--- config.mk ---
export PLATFORM = sky130hd
export DESIGN_NAME = mod5_serializer_flat
export DESIGN_NICKNAME = d
export VERILOG_FILES = /design/src/rtl/mod5_pkg.sv /design/src/rtl/mod5_serializer_if.sv /design/src/rtl/mod5_step.sv /design/src/rtl/mod5_serializer.sv /design/src/flat_wrapper.sv
export SDC_FILE = /design/constraint.sdc
export NUM_CORES = 1
export LEC_CHECK = 0
export ABC_AREA = 1
export CORE_MARGIN = 10
export CORE_UTILIZATION = 59
export DETAILED_ROUTE_END_ITERATION = 10
export DONT_BUFFER_PORTS = 1
export GPL_ROUTABILITY_DRIVEN = 0
export HOLD_SLACK_MARGIN = 0.08
export PLACE_DENSITY = 0.75
export SLEW_MARGIN = 20
export SYNTH_ARGS = -nofsm -noshare
export SYNTH_HDL_FRONTEND = slang
export SYNTH_SLANG_ARGS = --single-unit
--- constraint.sdc ---
create_clock -name clk -period 2.5 [get_ports clk]
set_input_delay 0.25 -clock clk [delete_from_list [all_inputs] [get_ports clk]]
set_output_delay 0.25 -clock clk [all_outputs]
set_load 0.02 [all_outputs]
--- src/rtl/mod5_pkg.sv ---
// Shared types and residue arithmetic for the mod-5 serializer and its checker bench.
package mod5_pkg;

    typedef enum logic [1:0] {
        ST_IDLE  = 2'd0,
        ST_SHIFT = 2'd1,
        ST_GAP   = 2'd2
    } state_t;

    typedef logic [2:0] residue_t;

    localparam int MOD5_DIVISOR = 5;
    localparam int GAP_CNT_W    = 4;

    // Appending bit b to a prefix with residue r gives 2r+b, at most 9,
    // so one conditional subtract brings it back into 0..4.
    function automatic residue_t mod5_next(residue_t r, logic b);
        logic [3:0] t;
        t = {r, b};
        if (t >= 4'(MOD5_DIVISOR)) begin
            t = t - 4'(MOD5_DIVISOR);
        end
        return t[2:0];
    endfunction

endpackage

--- src/rtl/mod5_serializer_if.sv ---
// Parallel word input handshake plus framed serial output of the mod-5 serializer.
// slave is the serializer side, master is the word source / serial sink side.
interface mod5_serializer_if #(
    parameter int WIDTH = 8
);
    logic             in_valid;
    logic             in_ready;
    logic [WIDTH-1:0] in_data;
    logic             ser_dout;
    logic             ser_valid;
    logic             ser_first;
    logic             ser_last;
    logic             exp_div;
    logic             busy;

    modport master (
        output in_valid,
        output in_data,
        input  in_ready,
        input  ser_dout,
        input  ser_valid,
        input  ser_first,
        input  ser_last,
        input  exp_div,
        input  busy
    );

    modport slave (
        input  in_valid,
        input  in_data,
        output in_ready,
        output ser_dout,
        output ser_valid,
        output ser_first,
        output ser_last,
        output exp_div,
        output busy
    );
endinterface

--- src/rtl/mod5_step.sv ---
// One residue step r -> (2r+b) mod 5; purely combinational, zero latency, no backpressure.
module mod5_step
    import mod5_pkg::*;
(
    input  residue_t r,
    input  logic     b,
    output residue_t r_next,
    output logic     is_zero
);

    assign r_next  = mod5_next(r, b);
    assign is_zero = (r_next == 3'd0);

endmodule

--- src/rtl/mod5_serializer.sv ---
// MSB-first word serializer with a running mod-5 flag on the LSB; MSB appears one cycle after accept.
// in_ready is held low while shifting (except the LSB cycle when GAP is 0) and for GAP cycles afterwards.
module mod5_serializer
    import mod5_pkg::*;
#(
    parameter int WIDTH = 8,
    parameter int GAP   = 0
) (
    input  logic              clk,
    input  logic              reset,
    mod5_serializer_if.slave  bus
);

    localparam int CW = $clog2(WIDTH);
    typedef logic [CW-1:0] cnt_t;

    state_t                 state_q,   state_d;
    cnt_t                   bit_cnt_q, bit_cnt_d;
    logic [GAP_CNT_W-1:0]   gap_cnt_q, gap_cnt_d;
    logic [WIDTH-1:0]       sh_q,      sh_d;
    residue_t               r_q,       r_d;

    logic dout_q,  dout_d;
    logic vld_q,   vld_d;
    logic first_q, first_d;
    logic last_q,  last_d;
    logic div_q,   div_d;

    logic     in_ready;
    logic     accept;
    logic     lsb_now;
    residue_t step_r;
    residue_t step_rn;
    logic     step_b;
    logic     step_zero;

    assign lsb_now  = (state_q == ST_SHIFT) && (bit_cnt_q == '0);
    assign in_ready = !reset && ((state_q == ST_IDLE) || (lsb_now && (GAP == 0)));
    assign accept   = bus.in_valid && in_ready;

    // The residue restarts from zero on accept, so the new word's MSB
    // is folded into a clean residue rather than the previous word's.
    assign step_r = accept ? residue_t'(0) : r_q;
    assign step_b = accept ? bus.in_data[WIDTH-1] : sh_q[WIDTH-1];

    mod5_step u_step (
        .r       (step_r),
        .b       (step_b),
        .r_next  (step_rn),
        .is_zero (step_zero)
    );

    always_comb begin
        state_d   = state_q;
        bit_cnt_d = bit_cnt_q;
        gap_cnt_d = gap_cnt_q;
        sh_d      = sh_q;
        r_d       = r_q;
        dout_d    = 1'b0;
        vld_d     = 1'b0;
        first_d   = 1'b0;
        last_d    = 1'b0;
        div_d     = 1'b0;

        if (accept) begin
            state_d   = ST_SHIFT;
            bit_cnt_d = cnt_t'(WIDTH - 1);
            sh_d      = bus.in_data << 1;
            r_d       = step_rn;
            dout_d    = step_b;
            vld_d     = 1'b1;
            first_d   = 1'b1;
        end else begin
            case (state_q)
                ST_SHIFT: begin
                    if (bit_cnt_q != '0) begin
                        bit_cnt_d = bit_cnt_q - cnt_t'(1);
                        sh_d      = sh_q << 1;
                        r_d       = step_rn;
                        dout_d    = step_b;
                        vld_d     = 1'b1;
                        last_d    = (bit_cnt_q == cnt_t'(1));
                        div_d     = (bit_cnt_q == cnt_t'(1)) && step_zero;
                    end else if (GAP > 0) begin
                        state_d   = ST_GAP;
                        gap_cnt_d = GAP_CNT_W'(GAP - 1);
                    end else begin
                        state_d   = ST_IDLE;
                    end
                end
                ST_GAP: begin
                    if (gap_cnt_q == '0) begin
                        state_d   = ST_IDLE;
                    end else begin
                        gap_cnt_d = gap_cnt_q - GAP_CNT_W'(1);
                    end
                end
                default: begin
                    state_d = ST_IDLE;
                end
            endcase
        end
    end

    always_ff @(posedge clk or posedge reset) begin
        if (reset) begin
            state_q   <= ST_IDLE;
            bit_cnt_q <= '0;
            gap_cnt_q <= '0;
            sh_q      <= '0;
            r_q       <= '0;
            dout_q    <= 1'b0;
            vld_q     <= 1'b0;
            first_q   <= 1'b0;
            last_q    <= 1'b0;
            div_q     <= 1'b0;
        end else begin
            state_q   <= state_d;
            bit_cnt_q <= bit_cnt_d;
            gap_cnt_q <= gap_cnt_d;
            sh_q      <= sh_d;
            r_q       <= r_d;
            dout_q    <= dout_d;
            vld_q     <= vld_d;
            first_q   <= first_d;
            last_q    <= last_d;
            div_q     <= div_d;
        end
    end

    assign bus.in_ready  = in_ready;
    assign bus.ser_dout  = dout_q;
    assign bus.ser_valid = vld_q;
    assign bus.ser_first = first_q;
    assign bus.ser_last  = last_q;
    assign bus.exp_div   = div_q;
    assign bus.busy      = (state_q != ST_IDLE);

endmodule

--- src/flat_wrapper.sv ---
// flat-port wrapper written by rule: the top's interface ports become plain ports
module mod5_serializer_flat import mod5_pkg::*;
#(
    parameter int WIDTH = 8,
    parameter int GAP   = 0
)
  (clk, reset, bus_in_valid, bus_in_data, bus_in_ready, bus_ser_dout, bus_ser_valid, bus_ser_first, bus_ser_last, bus_exp_div, bus_busy);
  mod5_serializer_if #(.WIDTH(WIDTH)) bus_i ();
  input  logic clk;
  input  logic reset;
  input wire logic [$bits(bus_i.in_valid)-1:0] bus_in_valid;
  input wire logic [$bits(bus_i.in_data)-1:0] bus_in_data;
  output wire logic [$bits(bus_i.in_ready)-1:0] bus_in_ready;
  output wire logic [$bits(bus_i.ser_dout)-1:0] bus_ser_dout;
  output wire logic [$bits(bus_i.ser_valid)-1:0] bus_ser_valid;
  output wire logic [$bits(bus_i.ser_first)-1:0] bus_ser_first;
  output wire logic [$bits(bus_i.ser_last)-1:0] bus_ser_last;
  output wire logic [$bits(bus_i.exp_div)-1:0] bus_exp_div;
  output wire logic [$bits(bus_i.busy)-1:0] bus_busy;
  assign bus_i.in_valid = bus_in_valid;
  assign bus_i.in_data = bus_in_data;
  assign bus_in_ready = bus_i.in_ready;
  assign bus_ser_dout = bus_i.ser_dout;
  assign bus_ser_valid = bus_i.ser_valid;
  assign bus_ser_first = bus_i.ser_first;
  assign bus_ser_last = bus_i.ser_last;
  assign bus_exp_div = bus_i.exp_div;
  assign bus_busy = bus_i.busy;
  mod5_serializer #(.WIDTH(WIDTH), .GAP(GAP)) u_core (.clk(clk), .reset(reset), .bus(bus_i));
endmodule
; Word level (Yosys, flattened, before mapping)
; Index checks and enable logic that the tools add are counted.
[classes]
add_sub_neg = 3
magnitude_cmp = 1
eq_ne = 5
mux = 29
bitwise = 2
reduce_logical = 17
[ops]
columns = operator, n
row1 = 3-bit 2-to-1 mux, 8
row2 = 8-bit 2-to-1 mux, 3
row3 = 1-bit 2-to-1 mux, 14
row4 = 3-bit logical NOT, 2
row5 = 2-bit 2-to-1 mux, 3
row6 = 2-bit nonzero test, 3
row7 = 4-bit by 3-bit greater-or-equal comparator with 1-bit output (second input constant), 1
row8 = 1-bit logical AND, 4
row9 = 4-bit logical NOT, 1
row10 = 2-bit one-hot mux with 2 select lines, 1
row11 = 2-bit AND reduction, 2
row12 = 4-bit by 1-bit subtractor with 4-bit output (second input constant), 1
row13 = 3-bit by 1-bit equality test with 1-bit output (second input constant), 1
row14 = 3-bit by 1-bit inequality test with 1-bit output (second input constant), 1
row15 = 3-bit by 2-bit inequality test with 1-bit output (second input constant), 1
row16 = 3-bit AND reduction, 1
row17 = 3-bit nonzero test, 1
row18 = 3-bit by 1-bit subtractor with 3-bit output (second input constant), 1
row19 = 3-bit subtractor (second input constant), 1
row20 = 2-bit by 1-bit equality test with 1-bit output (second input constant), 1
row21 = 2-bit equality test (second input constant), 1
row22 = 2-bit logical NOT, 1
row23 = 1-bit NOT, 2
row24 = 1-bit logical NOT, 1
row25 = 1-bit logical OR, 1
[totals]
regBits = 25
inputBits = 11
out_inout_bits = 7

; Logic depth before layout (Yosys ltp)
[depth]
word_depth = 13
depth_mapped = 20
mapped_depth_nobuf = 20

; Modules after synthesis
; Synthesis repeated with hierarchy kept, for this count alone.
[unflattened]
cells_unflattened = 119
area_unflattened_um2 = 1027.2
[by_module_without_submodules]
columns = mod, instances, cells_each, area_each_um2, seq_area_each_um2
row1 = mod5_serializer, 1, 98, 907.1, 475.5
row2 = mod5_step, 1, 21, 120.1, 0.0

; Worst setup path after synthesis
; No wires, ideal clock.
[synth_path]
path_type = register -> register
startpoint = register u_core.bit_cnt_q[0]
endpoint = register u_core.div_q (netlist: u_core.bus.exp_div)
setup_ns = 0.114
arrival_ns = 1.934
path_slack_ns = 0.451
stages_incl_launch_ff = 21
path_buffers = 0
synth_period_minus_slack_ns = 2.049
path_cell_list = dfrtp_1 inv_1 ha_1 ha_1 inv_2 nand2_4 nand3_4 nand2_1 nand2_2 inv_2 ha_1 inv_1 nand2_1 nand2_1 nand2_2 inv_2 nand3_1 o21ai_1 inv_1 nand2_1 nor2_1
[synth_via]
elab_chain_cells = 13
word_cells_on_any_way = 17
cone_classes = 1 x add/sub / 1 x order compare / 1 x eq/ne / 6 x mux / 8 x reduce/logical
[synth_rtl]
columns = item, line_no
row1 = start: declaration, mod5_serializer.sv:18  ; cnt_t bit_cnt_q, bit_cnt_d;
row2 = start signal: assignment, mod5_serializer.sv:119  ; bit_cnt_q <= bit_cnt_d;
row3 = 3-bit logical NOT, mod5_serializer.sv:37  ; assign lsb_now = (state_q == ST_SHIFT) && (bit_cnt_q == '0);
row4 = 1-bit logical AND, mod5_serializer.sv:37
row5 = 1-bit logical OR, mod5_serializer.sv:38  ; assign in_ready = !reset && ((state_q == ST_IDLE) || (lsb_now && (GAP == 0)));
row6 = 1-bit logical AND, mod5_serializer.sv:38
row7 = 1-bit logical AND, mod5_serializer.sv:39  ; assign accept = bus.in_valid && in_ready;
row8 = 1-bit 2-to-1 mux / 3-bit 2-to-1 mux (equally long branches), "mod5_serializer.sv:44, mod5_serializer.sv:43"
row9 = 4-bit by 3-bit greater-or-equal comparator with 1-bit output / 3-bit subtractor (equally long branches), "mod5_pkg.sv:20, mod5_pkg.sv:21"
row10 = 3-bit 2-to-1 mux, mod5_pkg.sv:20  ; if (t >= 4'(MOD5_DIVISOR)) begin
row11 = 3-bit logical NOT, mod5_step.sv:12  ; assign is_zero = (r_next == 3'd0);
row12 = 1-bit logical AND, mod5_serializer.sv:83  ; div_d = (bit_cnt_q == cnt_t'(1)) && step_zero;
row13 = 1-bit 2-to-1 mux, mod5_serializer.sv:76  ; if (bit_cnt_q != '0) begin
row14 = 1-bit 2-to-1 mux, mod5_serializer.sv:74  ; case (state_q)
row15 = 1-bit 2-to-1 mux (*), mod5_serializer.sv:65  ; if (accept) begin
row16 = net u_core.div_d, mod5_serializer.sv:27  ; logic div_q, div_d;
row17 = end signal: assignment, mod5_serializer.sv:127  ; div_q <= div_d;
row18 = end: declaration, mod5_serializer.sv:27
; The timed path passes the listed nets; every way through them passes the cells marked *.
; A chain may end at the register's enable or synchronous reset.

; Worst setup path after layout
[layout_path]
startpoint = register u_core.bit_cnt_q[0]
endpoint = output bus_in_ready
[layout_via]
elab_chain_cells = 4
[layout_rtl]
columns = item, line_no
row1 = 3-bit logical NOT, mod5_serializer.sv:37
row2 = 1-bit logical AND, mod5_serializer.sv:37
row3 = 1-bit logical OR, mod5_serializer.sv:38
row4 = 1-bit logical AND, mod5_serializer.sv:38
row5 = end: declaration, flat_wrapper.sv:13  ; output wire logic [$bits(bus_i.in_ready)-1:0] bus_in_ready;
; No other way between the ends.

==> metrics.cfg <==
[synth]
synth-seq-area-share_pct = 50.73
synth_seq_cells = 19
netlist_area_sq_um = 937.1
synth_area_leader_cell = dfrtp_1
postSynthNetCount = 125
ys_warn_count = 0
synth_cells = 110
synth_top_area_share_pct = 50.73
synthDistinctLibCells = 19
synthTopCellsByArea = dfrtp_1 51%, nand2_1 11%, nand3_1 6.4%
syn_area_per_cell_sq_um = 8.520

[run_status]
outcome = completed

[critical_path]
path_delay_family = buffers and inverters
path_buf_inv = 4
startpoint = u_core.bit_cnt_q[0]$_DFFE_PP0P_
worst_ep_required_time_ns = 2.25
worstSetupPathType = reg2out
cp_slowest_cell = dfrtp_1
crit_fanout = 11
endpoint_kind = output port
path_common_cell = ha_1
r2r_end = u_core.bus.exp_div$_DFF_PP0_
r2r_start = u_core.bit_cnt_q[0]$_DFFE_PP0P_
r2r_slack_ns = 0.24
r2r_cells = 20
cp-start-kind = register
cp.arrival_ns = 2.03
slowest_delay_ns = 0.39
worstPathCellList = inv_1, ha_1, ha_1, inv_2, nand2_4, buf_4, clkinv_1, nor2_1

[route]
ant_nets = 0
drtPass1Iterations = 4
routed_wl_microns = 1746
viasPerCell = 5.375
drtIter0Drc = 7
drc = 0
route.vias.total = 731
wl_per_cell_microns = 12.84

[global_routing]
busiest_layer = met2
grtUsageMet1_pct = 11.14
grt_pass1_wl_microns = 2904
grt_max_degree = 16
grtUsageMet3_pct = 5.932
grtUsageMet2_pct = 17.65
first_global_vias = 698
grtUsageTotal_pct = 10.45
antenna_found_initial = 0
grt-ovfl-total = 0

[floorplan]
dieWidth_microns = 59.86
rows = 14
core_sq_um = 1506
die_y_microns = 59.86
dieArea_sq_um = 3583
boundaryPins = 18
start_util_pct = 62.21

[pwr]
ir_drop_mv = 0.7127
leakage_nw = 0.5548
powerDensity_nw_per_um2 = 1228

[sta]
relSlewSlack_pct = 73.77
finalCritPeriodShare_pct = 91.20
setup_viol = 0
tns_ns = 0
slew_viol_final = 0
tightest_slew_ns = 0.3920
rsz0062_at_grt = no
finalWorstSetupSlack_ns = 0.2201
period_needed_ns = 2.280
finalHoldViolCount = 0
skew_ns = 0.0005338
maxClockFrequency_mhz = 438.6

[cells_and_area]
fillers = 129
final_cells = 136
synthToLayoutAreaGrowth_pct = 11.75
final_util_pct = 69.52
drive_gt1_share_pct = 13.33
final_nets = 136
diodes = 0

[cts]
root_buffer = clkbuf_4
clkSlewWorstSetupHoldPaths_ns = 0.09
clk_latency_ns = 0.29
htreeDepth = 1
cts_tree = yes
ctsLongestPathBuffers = 2
clock_sinks = 19
cts_buffers = 3

[worst_hold_path]
hold_end = u_core.sh_q[2]$_DFFE_PP0P_
whs_path_depth = 2
hold_path_class = in2reg
hp-start = bus_in_data[1]

[placement]
dp_hpwl_microns = 1370
place_ws_ns = 0.2525
port_buffers = 0
dp.cells = 127

[run]
max-cap-violations = 0

==> worst max-delay path by stage <==
stage                                        end  slack, ns  cells after the start
finish                              bus_in_ready       0.22                      8
global route           u_core.r_q[2]$_DFFE_PP0P_      0.004                     19
CTS                                 bus_in_ready       0.18                      8
detailed placement  u_core.bus.exp_div$_DFF_PP0_       0.25                     20
global placement    u_core.bus.exp_div$_DFF_PP0_       0.32                     20
floorplan           u_core.bus.exp_div$_DFF_PP0_       0.45                     20
==> timing repair <==
item,in CTS,in global routing
endpoints found under the hold margin,23,0
gates resized for setup,0,0
setup buffers,0,0
hold buffers,5,0
setup endpoints to repair,0,0
==> worst register-to-register path: cells and delay by family, from the launching register on <==
family                     cells  cell delay [ns]
and+or+nand+nor               10             0.72
DFF                            1             0.36
adders and majority gates      3             0.56
AOI/OAI and AO/OA              1             0.12
buffers and inverters          6             0.37
==> cells by family (layout without fill, tap and decap cells) <==
logic type	after synthesis	count (layout)	share of synthesized area (%)
fa+ha+maj	4	4	5.341
buf+inv	20	30	8.143
simple gates	51	51	25.64
compound gates	16	16	10.15
flops	19	19	50.73
==> layer usage <==
layer / wire length, microns / part of all wire [%] / vias to the layer above
met5: 0 / 0 / -
met4: 17 / 0.97 / 0
met2: 831 / 48 / 14
li1: - / - / 379
met3: 149 / 8.5 / 4
met1: 747 / 43 / 334
==> synth_stat cells <==
library cell,n
inv_2,4
clkbuf_1,1
inv_1,12
o211ai_1,1
nor2_1,5
ha_1,4
dfrtp_1,19
a22oi_1,5
nand4_1,1
buf_2,1
o21ai_1,1
nand2_2,4
o21ai_0,8
a21oi_1,1
nand2_1,27
clkinv_1,2
nand2_4,1
nand3_4,1
nand3_1,12
==> stage by stage <==
| step | total power, W | hold slack (ns) | instance area, sq um |
|---|---|---|---|
| detailed placement | 0.001146 | 0.03458 | 970.9 |
| floorplan | 0.001006 | 0.1158 | 937.1 |
| CTS | 0.001300 | 0.08090 | 1047 |
| global route | 0.001423 | 0.09386 | 1047 |
| finish | 0.001286 | 0.08989 | 1047 |
| global placement | 0.001129 | 0.03624 | 970.9 |
==> sequential cells by signal, indices dropped and copies added (netlist names) <==
signal,flops
u_core.bus.ser_valid,1
u_core.bus.exp_div,1
u_core.sh_q,7
u_core.bit_cnt_q,3
u_core.state_q,1
u_core.r_q,3
u_core.bus.ser_dout,1
u_core.bus.ser_first,1
u_core.bus.ser_last,1
==> cell type report <==
class | instances | area [sq um] | area share (%)
Inverter | 18 | 67.56 | 6.452
Timing Repair Buffer | 8 | 72.57 | 6.930
Multi-Input combinational cell | 71 | 385.4 | 36.80
Sequential cell | 19 | 475.5 | 45.40
Clock buffer | 4 | 26.28 | 2.509
Tap cell | 16 | 20.02 | 1.912
==> cell usage in the layout, fill, tap and decap left out <==
master,count
clkbuf_1,1
nand2_1,27
a21oi_1,1
inv_2,4
nor2_1,5
o21ai_1,1
buf_4,3
a22oi_1,5
nand4_1,1
nand3_1,12
nand2_4,1
o211ai_1,1
dfrtp_1,19
inv_1,12
ha_1,4
dlygate4sd3_1,5
clkbuf_4,3
nand3_4,1
clkinv_1,2
o21ai_0,8
nand2_2,4
==> where the power goes <==
part           leakage [nW]  switching, W  total [W]  internal, W
clock network        0.0150     0.0000832   0.000145    0.0000621
registers             0.239      0.000104   0.000535     0.000431
logic                 0.301      0.000388   0.000606     0.000217
Note: power is estimated with default switching activity, not from simulation.
